$ cat config.mk
export PLATFORM = sky130hd
export DESIGN_NAME = led_controller
export DESIGN_NICKNAME = d
export VERILOG_FILES = /design/src/rtl/led_ctrl_pkg.sv /design/src/rtl/led_tick_gen.sv /design/src/rtl/led_controller.sv
export SDC_FILE = /design/constraint.sdc
export NUM_CORES = 1
export LEC_CHECK = 0
export ABC_CLOCK_PERIOD_IN_PS = 6300
export CORE_MARGIN = 1.5
export CORE_UTILIZATION = 55
export CTS_BUF_LIST = sky130_fd_sc_hd__clkbuf_8
export DETAILED_ROUTE_END_ITERATION = 10
export PLACE_DENSITY = 0.89
export SYNTH_ARGS = -nofsm -noshare
export SYNTH_HDL_FRONTEND = slang
export SYNTH_SLANG_ARGS = --single-unit
$ cat constraint.sdc
create_clock -name clk -period 6.3 [get_ports clk]
set_clock_uncertainty 0.1 [all_clocks]
set_input_delay 0.63 -clock clk [delete_from_list [all_inputs] [get_ports clk]]
set_output_delay 0.63 -clock clk [all_outputs]
set_load 0.02 [all_outputs]
$ cat src/rtl/led_ctrl_pkg.sv
// Shared definitions for the LED controller: register map, CTRL bit positions and mode encoding.
package led_ctrl_pkg;

    localparam int unsigned RegCtrl   = 32'h00;
    localparam int unsigned RegRate   = 32'h01;
    localparam int unsigned RegBright = 32'h02;
    localparam int unsigned RegData   = 32'h04;

    localparam int unsigned CtrlW      = 4;
    localparam int unsigned CtrlEnable = 0;
    localparam int unsigned CtrlModeLo = 1;
    localparam int unsigned CtrlModeHi = 2;
    localparam int unsigned CtrlInvert = 3;

    localparam int unsigned RateW = 8;

    typedef enum logic [1:0] {
        ModeStatic     = 2'b00,
        ModeBlink      = 2'b01,
        ModeChaseLeft  = 2'b10,
        ModeChaseRight = 2'b11
    } led_mode_e;

endpackage

$ cat src/rtl/led_tick_gen.sv
// Base-tick prescaler and RATE step counter; both are held at zero while run is low.
module led_tick_gen #(
    parameter int unsigned PRESCALE = 100000
) (
    input  logic       clk,
    input  logic       rst,
    input  logic       run,
    input  logic [7:0] rate,
    input  logic       rate_wr,
    output logic       tick,
    output logic       step
);
    localparam int unsigned PW = (PRESCALE > 2) ? $clog2(PRESCALE) : 1;

    logic [PW-1:0] presc_q, presc_d;
    logic [7:0]    cnt_q, cnt_d;

    assign tick = run && (presc_q == PW'(PRESCALE - 1));
    // A RATE write restarts the step sequence, so no step is issued on that cycle.
    assign step = tick && (cnt_q == rate) && !rate_wr;

    always_comb begin
        presc_d = presc_q;
        cnt_d   = cnt_q;
        if (!run) begin
            presc_d = '0;
            cnt_d   = '0;
        end else begin
            presc_d = tick ? '0 : presc_q + PW'(1);
            if (rate_wr) begin
                cnt_d = '0;
            end else if (tick) begin
                cnt_d = (cnt_q == rate) ? 8'd0 : cnt_q + 8'd1;
            end
        end
    end

    always_ff @(posedge clk) begin
        if (rst) begin
            presc_q <= '0;
            cnt_q   <= '0;
        end else begin
            presc_q <= presc_d;
            cnt_q   <= cnt_d;
        end
    end

endmodule

$ cat src/rtl/led_controller.sv
// Memory-mapped LED controller: static, blink and chase modes with register read-back.
// Brightness PWM (BRIGHT register at 0x02) is built only when LED_PWM_EN is defined.
module led_controller #(
    parameter int unsigned NUM_LEDS = 16,
    parameter int unsigned ADDR_W   = 8,
    parameter int unsigned PRESCALE = 100000,
    parameter int unsigned PWM_BITS = 4
) (
    input  logic                clk,
    input  logic                rst,
    input  logic [7:0]          write_data,
    input  logic                write_enable,
    input  logic [ADDR_W-1:0]   write_address,
    input  logic [ADDR_W-1:0]   read_address,
    output logic [7:0]          read_data,
    output logic [NUM_LEDS-1:0] led
);
    import led_ctrl_pkg::*;

    localparam int unsigned NB = NUM_LEDS / 8;

    logic [CtrlW-1:0]    ctrl_q, ctrl_d;
    logic [RateW-1:0]    rate_q, rate_d;
    logic [NUM_LEDS-1:0] data_q, data_d;
    logic [NUM_LEDS-1:0] pattern_q, pattern_d;
    logic                phase_q, phase_d;
    logic [NUM_LEDS-1:0] led_q, led_d;

    logic      ctrl_wr, rate_wr, data_wr, load;
    logic      enable, invert;
    logic      tick, step;
    led_mode_e mode;
    logic [NUM_LEDS-1:0] value;
    logic      gate;

    assign enable = ctrl_q[CtrlEnable];
    assign invert = ctrl_q[CtrlInvert];
    assign mode   = led_mode_e'(ctrl_q[CtrlModeHi:CtrlModeLo]);

    led_tick_gen #(
        .PRESCALE(PRESCALE)
    ) u_tick_gen (
        .clk    (clk),
        .rst    (rst),
        .run    (enable),
        .rate   (rate_q),
        .rate_wr(rate_wr),
        .tick   (tick),
        .step   (step)
    );

    logic unused_tick;
    assign unused_tick = tick;

    // Register write decode.
    always_comb begin
        ctrl_wr = write_enable && (write_address == ADDR_W'(RegCtrl));
        rate_wr = write_enable && (write_address == ADDR_W'(RegRate));
        ctrl_d  = ctrl_wr ? write_data[CtrlW-1:0] : ctrl_q;
        rate_d  = rate_wr ? write_data : rate_q;
        data_d  = data_q;
        data_wr = 1'b0;
        for (int i = 0; i < int'(NB); i++) begin
            if (write_enable && (write_address == ADDR_W'(RegData + i))) begin
                data_d[i*8 +: 8] = write_data;
                data_wr          = 1'b1;
            end
        end
        load = ctrl_wr || data_wr;
    end

    // Pattern and blink phase; a load takes priority over a same-cycle step.
    always_comb begin
        pattern_d = pattern_q;
        if (load) begin
            pattern_d = data_d;
        end else if (step) begin
            unique case (mode)
                ModeChaseLeft:  pattern_d = {pattern_q[NUM_LEDS-2:0], pattern_q[NUM_LEDS-1]};
                ModeChaseRight: pattern_d = {pattern_q[0], pattern_q[NUM_LEDS-1:1]};
                default:        pattern_d = pattern_q;
            endcase
        end

        phase_d = phase_q;
        if (!enable) begin
            phase_d = 1'b1;
        end else if (step && !load && (mode == ModeBlink)) begin
            phase_d = ~phase_q;
        end
    end

    always_comb begin
        unique case (mode)
            ModeStatic: value = data_q;
            ModeBlink:  value = phase_q ? data_q : '0;
            default:    value = pattern_q;
        endcase
        if (invert) begin
            value = ~value;
        end
        led_d = (enable && gate) ? value : '0;
    end

`ifdef LED_PWM_EN
    logic [PWM_BITS-1:0] bright_q, bright_d;
    logic [PWM_BITS-1:0] pwm_q;

    assign bright_d = (write_enable && (write_address == ADDR_W'(RegBright))) ?
                      write_data[PWM_BITS-1:0] : bright_q;
    // Full scale bypasses the comparison so the LEDs stay on every cycle.
    assign gate = (&bright_q) || (pwm_q < bright_q);

    always_ff @(posedge clk) begin
        if (rst) begin
            bright_q <= '1;
            pwm_q    <= '0;
        end else begin
            bright_q <= bright_d;
            pwm_q    <= pwm_q + PWM_BITS'(1);
        end
    end
`else
    localparam int unsigned unused_pwm_bits = PWM_BITS;
    assign gate = 1'b1;
`endif

    always_ff @(posedge clk) begin
        if (rst) begin
            ctrl_q    <= '0;
            rate_q    <= '0;
            data_q    <= '0;
            pattern_q <= '0;
            phase_q   <= 1'b1;
            led_q     <= '0;
        end else begin
            ctrl_q    <= ctrl_d;
            rate_q    <= rate_d;
            data_q    <= data_d;
            pattern_q <= pattern_d;
            phase_q   <= phase_d;
            led_q     <= led_d;
        end
    end

    assign led = led_q;

    // Combinational read-back; unmapped addresses return zero.
    always_comb begin
        read_data = '0;
        if (read_address == ADDR_W'(RegCtrl)) begin
            read_data = 8'(ctrl_q);
        end else if (read_address == ADDR_W'(RegRate)) begin
            read_data = rate_q;
        end
`ifdef LED_PWM_EN
        else if (read_address == ADDR_W'(RegBright)) begin
            read_data = 8'(bright_q);
        end
`endif
        for (int i = 0; i < int'(NB); i++) begin
            if (read_address == ADDR_W'(RegData + i)) begin
                read_data = data_q[i*8 +: 8];
            end
        end
    end

endmodule

After elaboration in Yosys (flattened, before gate mapping)
Cells that the tools add are included.
{"block": "word_totals", "reg_bits": 86, "elab_cells": 60, "input_bits": 27, "out_inout_bits": 24}
{"block": "classes", "eq_ne": 11, "muxes": 15, "n_reduce_logical": 21, "bitwise_logic": 3, "n_addsub": 2}
{"cell": "$mux 16", "n": 4}
{"cell": "$pmux 16 s2", "n": 2}
{"cell": "$mux 8", "n": 7}
{"cell": "$eq 8x3->1 const B", "n": 4}
{"cell": "$add 17x1->17 const B", "n": 1}
{"cell": "$eq 17x17->1 const B", "n": 1}
{"cell": "$eq 8x1->1 const B", "n": 2}
{"cell": "$logic_not 8->1", "n": 2}
{"cell": "$not 16->16", "n": 1}
{"cell": "$logic_and 1x1->1", "n": 9}
{"cell": "$add 8x1->8 const B", "n": 1}
{"cell": "$eq 8x8->1", "n": 1}
{"cell": "$reduce_or 3->1", "n": 2}
{"cell": "$eq 2x2->1 const B", "n": 2}
{"cell": "$reduce_bool 3->1", "n": 1}
{"cell": "$eq 2x1->1 const B", "n": 1}
{"cell": "$logic_not 1->1", "n": 2}
{"cell": "$logic_not 2->1", "n": 1}
{"cell": "$mux 1", "n": 2}
{"cell": "$not 1->1", "n": 2}
{"cell": "$reduce_and 2->1", "n": 1}
{"cell": "$reduce_bool 2->1", "n": 1}
{"cell": "$reduce_or 2->1", "n": 1}
{"cell": "$logic_or 1x1->1", "n": 1}

Depth between registers and ports, before layout
Gate-level depths: netlist of the first run.
{"block": "depth", "ltp_word": 8, "mapped_depth": 7, "ltp_nobuf": 6}

By module
Synthesis of the first run repeated with hierarchy kept, for this count alone.
{"block": "hier_totals", "hier_cells": 492, "hier_area_um2": 4519.3}
{"module": "led_controller", "cells_per_inst": 330, "area_per_inst_um2": 3128.0, "n_inst": 1, "seq_area_each_um2": 1221.2}
{"module": "led_tick_gen", "cells_per_inst": 162, "area_per_inst_um2": 1391.3, "n_inst": 1, "seq_area_each_um2": 500.5}

Worst setup path before layout of the first run
OpenSTA, ideal clock, no wires.
{"block": "synth_path", "path_type": "input to output", "from": "in read_address[0]", "to": "out read_data[1]", "n_path_buf": 1, "arrival_time_ns": 1.729, "stages": 3, "required_time_ns": 5.570, "slack_ns": 3.841, "path_cell_list": "clkbuf_1 -> mux4_2 -> and3_1"}
{"block": "synth_between", "elab_chain_cells": 5, "word_cells_on_any_way": 8, "cone_classes": "eq/ne (3); mux (4); reduce/logical (1)"}
{"element": "start, declared", "line_no": "led_controller.sv:14", "text": "input logic [ADDR_W-1:0] read_address,"}
{"element": "$eq 8x1->1", "line_no": "led_controller.sv:153", "text": "end else if (read_address == ADDR_W'(RegRate)) begin"}
{"element": "$mux 8", "line_no": "led_controller.sv:153"}
{"element": "$mux 8", "line_no": "led_controller.sv:151", "text": "if (read_address == ADDR_W'(RegCtrl)) begin"}
{"element": "$mux 8", "line_no": "led_controller.sv:162", "text": "if (read_address == ADDR_W'(RegData + i)) begin"}
{"element": "$mux 8 (*)", "line_no": "led_controller.sv:162"}
{"element": "end, declared", "line_no": "led_controller.sv:15", "text": "output logic [7:0] read_data,"}
Mark *: on every way between the ends. The rest lies on a longest branch, timed or not.

Final worst setup path of the first run
{"block": "layout_path", "from": "in read_address[7]", "to": "out read_data[6]"}
The elaborated chain is that of the path after synthesis.

==> results of run 1 <==
-- worst register-to-register path, stage by stage, from the launching register on --
cell and delay, ns:
sky130_fd_sc_hd__dfxtp_1 0.40, sky130_fd_sc_hd__ha_1 0.26, sky130_fd_sc_hd__nand4_2 0.17, sky130_fd_sc_hd__or4_4 0.45, sky130_fd_sc_hd__or4_1 0.69, sky130_fd_sc_hd__nand3_1 0.33
sky130_fd_sc_hd__o21ba_2 0.21
-- through the flow --
step | instance area, sq um | cells | util [%] | worst slack (ns)
global placement | 4730 | 587 | 64.5 | 2.78
floorplan | 4220 | 463 | - | 3.84
finish | 4990 | 603 | 68.0 | 2.59
global route | 4990 | 603 | 68.0 | 2.57
detailed placement | 4730 | 587 | 64.5 | 2.73
CTS | 4980 | 603 | 68.0 | 2.72
-- worst paths after layout --
check,endpoint,start,slack [ns]
hold / removal,u_tick_gen.presc_q[0]$_SDFF_PP0_,u_tick_gen.presc_q[0]$_SDFF_PP0_,0.38
setup / recovery,read_data[6],read_address[7],2.59
hold reg to reg,u_tick_gen.presc_q[0]$_SDFF_PP0_,u_tick_gen.presc_q[0]$_SDFF_PP0_,0.38
setup reg to reg,u_tick_gen.cnt_q[7]$_SDFFE_PP0P_,u_tick_gen.presc_q[0]$_SDFF_PP0_,3.59
-- synthesized netlist by cell type, types with 3 or more instances --
library cell,number,area [sq um]
sky130_fd_sc_hd__dfxtp_1,86,1720
sky130_fd_sc_hd__nor2_1,65,244
sky130_fd_sc_hd__mux2i_1,36,360
sky130_fd_sc_hd__nand2_1,33,124
sky130_fd_sc_hd__xor2_1,25,219
sky130_fd_sc_hd__clkbuf_1,21,78.8
sky130_fd_sc_hd__nand3_1,21,105
sky130_fd_sc_hd__a22oi_1,20,150
sky130_fd_sc_hd__a211oi_1,17,128
sky130_fd_sc_hd__xnor2_1,17,149
sky130_fd_sc_hd__nor3_1,14,70.1
sky130_fd_sc_hd__a21oi_1,12,60.1
sky130_fd_sc_hd__nand4_1,9,56.3
sky130_fd_sc_hd__a21o_1,8,60.1
sky130_fd_sc_hd__and3_1,7,43.8
sky130_fd_sc_hd__o2111ai_1,6,52.6
sky130_fd_sc_hd__o211ai_1,5,37.5
sky130_fd_sc_hd__or3_1,5,31.3
sky130_fd_sc_hd__mux2_2,4,45.0
sky130_fd_sc_hd__mux4_2,4,90.1
sky130_fd_sc_hd__nand4b_1,4,35.0
sky130_fd_sc_hd__o21ai_0,4,20.0
sky130_fd_sc_hd__inv_1,3,11.3
sky130_fd_sc_hd__o221ai_1,3,26.3
-- sequential cells by signal, summed over array words and instances, names as in the netlist --
| signal | flops |
|---|---|
| u_tick_gen.presc_q | 17 |
| data_q | 16 |
| led | 16 |
| pattern_q | 16 |
| rate_q | 8 |
| u_tick_gen.cnt_q | 8 |
| ctrl_q | 4 |
| phase_q | 1 |
-- power groups by stage --
stage / sequential, uW / clock (uW) / combinational [uW]
2_1_floorplan: 557 / 0 / 15.6
3_3_place_gp: 557 / 0 / 37.0
3_5_place_dp: 557 / 0 / 37.4
4_1_cts: 544 / 482 / 38.1
5_1_grt: 545 / 512 / 41.1
6_report: 544 / 482 / 38.9
-- area by class of cell --
type | count | area, sq um
Clock inverter | 6 | 116
Clock buffer | 10 | 138
Sequential cell | 86 | 1720
Inverter | 4 | 15.0
Tap cell | 99 | 124
Timing Repair Buffer | 52 | 515
Multi-Input combinational cell | 346 | 2360
Fill cell | 536 | 2340
-- metal layers --
layer	vias to the layer above	share of wire, %	global-route usage, %
li1	1748	-	-
met1	1788	44	38.0
met2	193	46	42.3
met3	27	8.2	5.89
met4	0	2.2	9.92
met5	-	0	0
-- kinds of logic (layout without fill, tap and decap cells) --
logic type                 count (synthesis)  after routing
adders and majority gates                  2              2
and+or+nand+nor                          181            181
xor gates and xnor gates                  42             42
muxes                                     44             44
AOI/OAI and AO/OA                         77             77
buffers and inverters                     31             72
DFF                                       86             86
==> out/summary.md, run 1 <==
In the routed layout, each cell is associated on average with a via count of 6.23. The latest clock arrival within the worst-skew pair is 0.36 ns, and the total nets after synthesis is 492. In the final routed layout, each cell accounts on average for 18.1 microns. TritonCTS built the clock tree. The flip-flop and latch count after synthesis works out to 86. In this run the number of H-tree levels came out at 3. Number of failing hold endpoints at the final stage: 0. The netlist uses 51 different library cells. The internal power of the cells was 841 uW. The type of the tightest min-delay check is reg -> reg. In this run switching power makes up 21.1% of total power. The run gives 0 as the quantity of hold-fixing buffers added after cts.

Data arrival time of the critical path: 2.98 ns. The antenna diode count was 0. The clock period could shrink to 3.71 ns. Along the worst path, the maximum fanout reaches 5. The fraction of synthesized area in multiplexers works out to 11.7%. Startpoint-to-endpoint class of the critical path: in -> out.

The detailed router finished its first iteration with 296 violations. The number of buffers and inverters on the critical path is 2. The total congestion overflow is 0, and the overall die height is 90.6 microns. The most numerous cell type found on the critical path is sky130_fd_sc_hd__clkdlybuf4s50_1. The synthesized netlist devotes 13.1% of its cell area to compound gates. The switching power of the nets was 225 uW; the leakage power of the design was 0.00175 uW. The synthesized area per cell is 9.12 sq um, and the first-pass iteration count of the detailed router is 5. The wire-length estimate of the detail-placed layout is 7370 microns.

The synthesized netlist occupies a cell area of 4220 sq um. The share of synthesized area occupied by flip-flops and latches was 40.8%; the xor/xnor share of the synthesized area was 8.71%. 51 I/O pins were placed.

In this run the standard cell core region covers 7330 sq um. For the total setup buffers inserted after CTS, the log shows 0. Detailed routing inserted a total of 3756 vias.

The total CTS buffers was 9; the data required time of the critical path was 5.57 ns. The completed layout was analyzed and its total power is 1070 uW. After technology mapping, the gate count stands at 463. Clock tree synthesis selected as its root buffer the cell sky130_fd_sc_hd__clkbuf_8. After clock tree synthesis, the clock-pin slew on the worst setup and hold paths is 0.09 ns.

The run gives 86 as the number of clock sinks. Counting buffers and inverters, the worst setup path is 5 cells deep. The run gives 31 as the standard-cell row count. The logs give 8210 sq um for the die footprint and 26.4% for the worst slew margin relative to its limit. Static timing analysis puts the maximum clock frequency at 0.269 GHz. On the worst path, the slowest cell contributes a delay of 0.93 ns. In this run, the combinational gates consume 3.7% of the power. The measured slew at the worst slew-check pin works out to 1.09 ns.

In this run, post-CTS repair resized a total of 0 instances. The die is 90.6 microns wide. The hold-critical path depth is 1, and the sum of negative setup slack is 0 ns. The logs give 0.382 ns for the hold slack and 57.6% for the initial standard-cell utilization of the core. The proportion of power drawn by the clock network is 45.2%. After synthesis, the largest family of logic cells by area is simple AND/OR/NAND/NOR gates. Leaving out fill and tap cells, the most frequent cells in the layout are 86 x sky130_fd_sc_hd__dfxtp_1, 65 x sky130_fd_sc_hd__nor2_1, 50 x sky130_fd_sc_hd__clkdlybuf4s50_1. The synthesized design contains 0 enable-type register cells. Summing the areas of all fa, ha and maj instances in the mapped netlist gives 0.593% of the synthesized area. The DRC violation count after routing is 0. The placer's final routability congestion estimate is 0.933, and the number of buffer cells added on primary ports is 50.

The final max-slew violation count was 0; the sequential share of power was 51.1%. The worst path uses 59.0% of the clock period. The worst setup path is launched from an input pin. The fraction of layout cells with a size suffix above 1 was 7.14%; the total wire length after detailed routing was 10900 microns.

Leaving out fill and tap cells, the most frequent cell in the layout is sky130_fd_sc_hd__dfxtp_1. The slowest cell on the critical path is sky130_fd_sc_hd__nor4_1. STA classifies the critical path endpoint as an output port. The number of antenna violations at the first check in global routing was 0; the synthesis-to-layout area growth was 18.1%.

Setup violations remaining at the end of the flow were counted as 0. The critical path goes through clkdlybuf4s50_1, nor4_1, nand2_1, nor2_1, clkdlybuf4s50_1. The power density over the cells came out at 214 nW/um^2. Commonest register cell after synthesis: sky130_fd_sc_hd__dfxtp_1. Entering global routing, the biggest net connects 47 pins. Measured in cells, the most critical reg-to-reg path has a length of 6. The flow ran to the end, and the final reports show no timing, DRC or antenna violations. Across every metal layer, demand over resource in global routing totals 27.5%. The cell family contributing the most delay on the critical path is simple AND/OR/NAND/NOR gates.

Proportion of synthesized flip-flops having asynchronous set or reset: 0%. Setup repair after global routing left no endpoint under its margin. The first-pass GRT wire length is 17800 microns. Counting along the longest clock path gives a buffer depth of 2. The number of maximum-capacitance constraint violations was 0; the count of synthesis-stage warnings from yosys was 0. Across the VDD grid, the largest voltage drop is 0.0891 mV.

Of the total synthesized cell area, the portion taken by AND, OR, NAND and NOR gates is 21.7%. The number of global-route vias before repair was 3557; the final net count was 528. For the number of nets with antenna violations after detailed routing, the log shows 0.
(Power assumes the default switching activity.)
==> run 2, diff against run 1 <==
--- a/config.mk
+++ b/config.mk
@@ -5,12 +5,12 @@
 export SDC_FILE = /design/constraint.sdc
 export NUM_CORES = 1
 export LEC_CHECK = 0
-export ABC_CLOCK_PERIOD_IN_PS = 6300
+export ABC_CLOCK_PERIOD_IN_PS = 3150
 export CORE_MARGIN = 1.5
-export CORE_UTILIZATION = 55
+export CORE_UTILIZATION = 52
 export CTS_BUF_LIST = sky130_fd_sc_hd__clkbuf_8
 export DETAILED_ROUTE_END_ITERATION = 10
-export PLACE_DENSITY = 0.89
+export PLACE_DENSITY = 0.88
 export SYNTH_ARGS = -nofsm -noshare
 export SYNTH_HDL_FRONTEND = slang
 export SYNTH_SLANG_ARGS = --single-unit
==> constraint.sdc (replaced) <==
create_clock -name clk -period 3.15 [get_ports clk]
set_clock_uncertainty 0.1 [all_clocks]
set_input_delay 0.315 -clock clk [delete_from_list [all_inputs] [get_ports clk]]
set_output_delay 0.315 -clock clk [all_outputs]
set_load 0.02 [all_outputs]
==> run 2 against run 1 <==
Global-route usage down 1.9 points. Die area up 5.6%. Routed wire length shrank 0.18%. Core utilization is 3.1 points lower. Sequential share of layout area down 0.55 points. Sequential power rose by 100%.
==> out/summary.md, run 2 (same netlist as run 1, synthesis figures left out) <==
In this run the worst setup path terminates at read_data[3]. The cell sitting at the root of the clock tree is a sky130_fd_sc_hd__clkbuf_8. The logs give 457 uW (+100%) for the switching power of the nets and 45 (-4.3%) for the pin count of the biggest net entering global routing. The run gives 0 (unchanged) as the number of maximum-capacitance constraint violations.

The number of flip-flops under the largest register name works out to 17 (unchanged). The number of nets with antenna violations after detailed routing was 0 (unchanged). Based on the critical path, the design can be clocked at up to 0.354 GHz. The number of buffer cells added on primary ports is 50 (unchanged), and the quantity of hold-fixing buffers added after cts is 0 (unchanged). The total number of vias was 3804 (+1.3%); the total CTS buffers was 9 (unchanged). The flow ran to the end, and the final reports show no timing, DRC or antenna violations. The synthesis-to-layout area growth is 20.0%.

The sum of negative setup slack was 0 ns (unchanged). Traced cell by cell, the critical path runs through clkdlybuf4s50_1, mux4_2, and3_1, clkdlybuf4s50_1. The measured slew at the worst slew-check pin is 0.707 ns (-0.387 ns), and the number of antenna violations at the first check in global routing is 0 (unchanged). The worst setup slack for register-to-register paths came out at 0.42 ns (-3.17 ns). For the maximum resistive drop on vdd, the log shows 0.278 mV (+210%). The final non-filler cell total was 617 (+2.3%). The data required time of the critical path was 2.73 ns (-2.84 ns); the worst reg-to-reg path cell count was 6 (unchanged). The worst slew margin relative to its limit was 52.8% (+26 points). The utilization of the core after routing is 64.9% (-3.1 points), and the share of total power consumed by net switching is 21.5% (+0.40 points). The run gives 3.7% (about the same) as the logic gate share of total power.

The run gives 2.41 ns (-0.57 ns) as the data arrival time of the critical path. The number of top-level pins is 51 (unchanged). The total setup violations reported at the end of the flow is 0 (unchanged). Among all stages on the critical path, the largest delay is contributed by sky130_fd_sc_hd__clkdlybuf4s50_1.

The tools report the number of fill cells as 622 (+16%). The detail-routed via count per cell was 6.17 (-1.0%). The placer's final routability congestion estimate was 0.893 (-4.2%); the routed wirelength normalized by instance count was 17.7 microns (-2.4%). The worst setup path is launched from an input pin. For the smallest setup slack after layout, the log shows 0.326 ns (-2.26 ns). The run gives 539 (+2.1%) as the final net count. The internal power of the cells came out at 1670 uW (+98%). The critical path starts at read_address[0]. For the DRC violation count after routing, the log shows 0 (unchanged). The logs give 0.36 ns (about the same) for the latest clock arrival within the worst-skew pair and 7680 microns (+4.2%) for the placed wire-length estimate.

For the number of failing hold endpoints at the final stage, the log shows 0 (unchanged). The fraction of layout cells with a size suffix above 1 works out to 8.93% (+1.8 points). The run gives 601 (+2.4%) as the count of placed standard cells including taps. The library cell used most frequently in the layout, excluding fill and tap cells, is sky130_fd_sc_hd__dfxtp_1. For the finished layout, the period the worst path requires is 2.82 ns.

TritonCTS built the clock tree. The run gives 0.384 ns (+0.00224 ns) as the hold slack. The logs give 2 (unchanged) for the maximum count of clock buffers along a single path and 45.1% (about the same) for the proportion of power drawn by the clock network. The total setup buffers inserted after CTS was 0 (unchanged). The pre-CTS worst setup slack was 0.330 ns (-2.40 ns); the register clock-pin slew on the reported worst setup and hold paths was 0.08 ns (about the same).

The logs give 376 (+27%) for the number of DRC markers in iteration 0 and 54.1% (-3.5 points) for the initial standard-cell utilization of the core. Die footprint: 8670 sq um (+5.6%). The path class of the tightest hold or removal check is reg -> reg.

The overall die height is 93.1 microns (+2.7%). The launch point of the worst reg-to-reg path is u_tick_gen.presc_q[0]$_SDFF_PP0_. The die extent in x came out at 93.1 microns (+2.7%). The final period utilization came out at 89.6%. The total congestion overflow was 0 (unchanged); the final max-slew violation count was 0 (unchanged). The first-pass iteration count of the detailed router was 5 (unchanged). The worst register-to-register path ends at u_tick_gen.cnt_q[7]$_SDFFE_PP0P_.

The library cells used most frequently in the layout, excluding fill and tap cells, are 86 x sky130_fd_sc_hd__dfxtp_1, 65 x sky130_fd_sc_hd__nor2_1, 50 x sky130_fd_sc_hd__clkdlybuf4s50_1. The run gives 0 (unchanged) as the post-cts gate resize count. The total wire length after detailed routing was 10900 microns (-0.18%); the core footprint was 7810 sq um (+6.5%). The leakage power of the design was 0.00180 uW (+3.0%).

The delay of the slowest cell on the worst path was 0.78 ns (-0.15 ns). The antenna diode count was 0 (unchanged); the power density over the cells was 419 nW/um^2 (+96%). Ranked by flip-flop count, first place goes to u_tick_gen.presc_q. Setup repair after global routing left no endpoint under its margin. The sequential share of power was 51.2% (about the same). The logs give 17200 microns (-3.4%) for the first-pass GRT wire length and 32 (+3.2%) for the standard-cell row count. Largest fanout of any net on the critical path: 9 (+4). By startpoint and endpoint, the worst setup path is classified as in -> out. The tools report the combined global-route utilization of all metal layers as 25.6% (-1.9 points). STA classifies the critical path endpoint as an output port. The logs give 3 (unchanged) for the depth of the CTS H-tree and 86 (unchanged) for the number of clock sinks. Most prevalent standard cell on the critical path: sky130_fd_sc_hd__clkdlybuf4s50_1. The tools report the number of global-route vias before repair as 3452 (-3.0%).
-- run 2: area by class of cell --
class                      count  area, sq um  area share, %
multi-input combinational    346         2350           46.5
sequential                    86         1720           34.0
timing repair buffer          63          598           11.8
clock inverter                 7          128           2.52
tap                          102          128           2.52
clock buffer                   9          124           2.44
inverter                       4         15.0          0.296
-- run 2: per-layer routing --
layer | vias to the layer above | global-route usage [%] | share of wire (%)
met5 | - | 0 | 0
met4 | 0 | 11.2 | 3.5
met3 | 35 | 4.63 | 8.9
met2 | 224 | 39.8 | 45
met1 | 1769 | 34.7 | 42
li1 | 1776 | - | -
-- run 2: through the flow --
step	instance area [sq um]	total power [uW]
3_5_place_dp	4820	1190
6_report	5070	2120
4_1_cts	5070	2130
2_1_floorplan	4220	1140
3_3_place_gp	4820	1190
5_1_grt	5070	2180
-- run 2: worst min path at each step --
| stage | from | to | cells past startpoint | slack (ns) |
|---|---|---|---|---|
| final | rate_q[0]$_SDFFE_PP0P_ | rate_q[0]$_SDFFE_PP0P_ | 2 | 0.38 |
| after global routing | rate_q[0]$_SDFFE_PP0P_ | rate_q[0]$_SDFFE_PP0P_ | 2 | 0.42 |
| after CTS | rate_q[5]$_SDFFE_PP0P_ | rate_q[5]$_SDFFE_PP0P_ | 2 | 0.38 |
| after detailed placement | u_tick_gen.presc_q[0]$_SDFF_PP0_ | u_tick_gen.presc_q[0]$_SDFF_PP0_ | 1 | 0.37 |
| after global placement | u_tick_gen.presc_q[0]$_SDFF_PP0_ | u_tick_gen.presc_q[0]$_SDFF_PP0_ | 1 | 0.36 |
| after floorplan | u_tick_gen.presc_q[0]$_SDFF_PP0_ | u_tick_gen.presc_q[0]$_SDFF_PP0_ | 1 | 0.34 |
-- run 2: power groups by stage --
stage | clock network (uW) | registers (uW) | logic, uW
5_1_grt | 1010 | 1090 | 84.1
3_3_place_gp | 0 | 1110 | 76.0
3_5_place_dp | 0 | 1110 | 77.6
2_1_floorplan | 0 | 1110 | 31.1
6_report | 957 | 1090 | 78.8
4_1_cts | 967 | 1090 | 77.8
-- run 2: worst max-delay path, delay by kind of cell --
family / cells / cell delay (ns)
buffers and inverters: 2 / 1.32
AND/OR/NAND/NOR: 1 / 0.22
multiplexers: 1 / 0.55
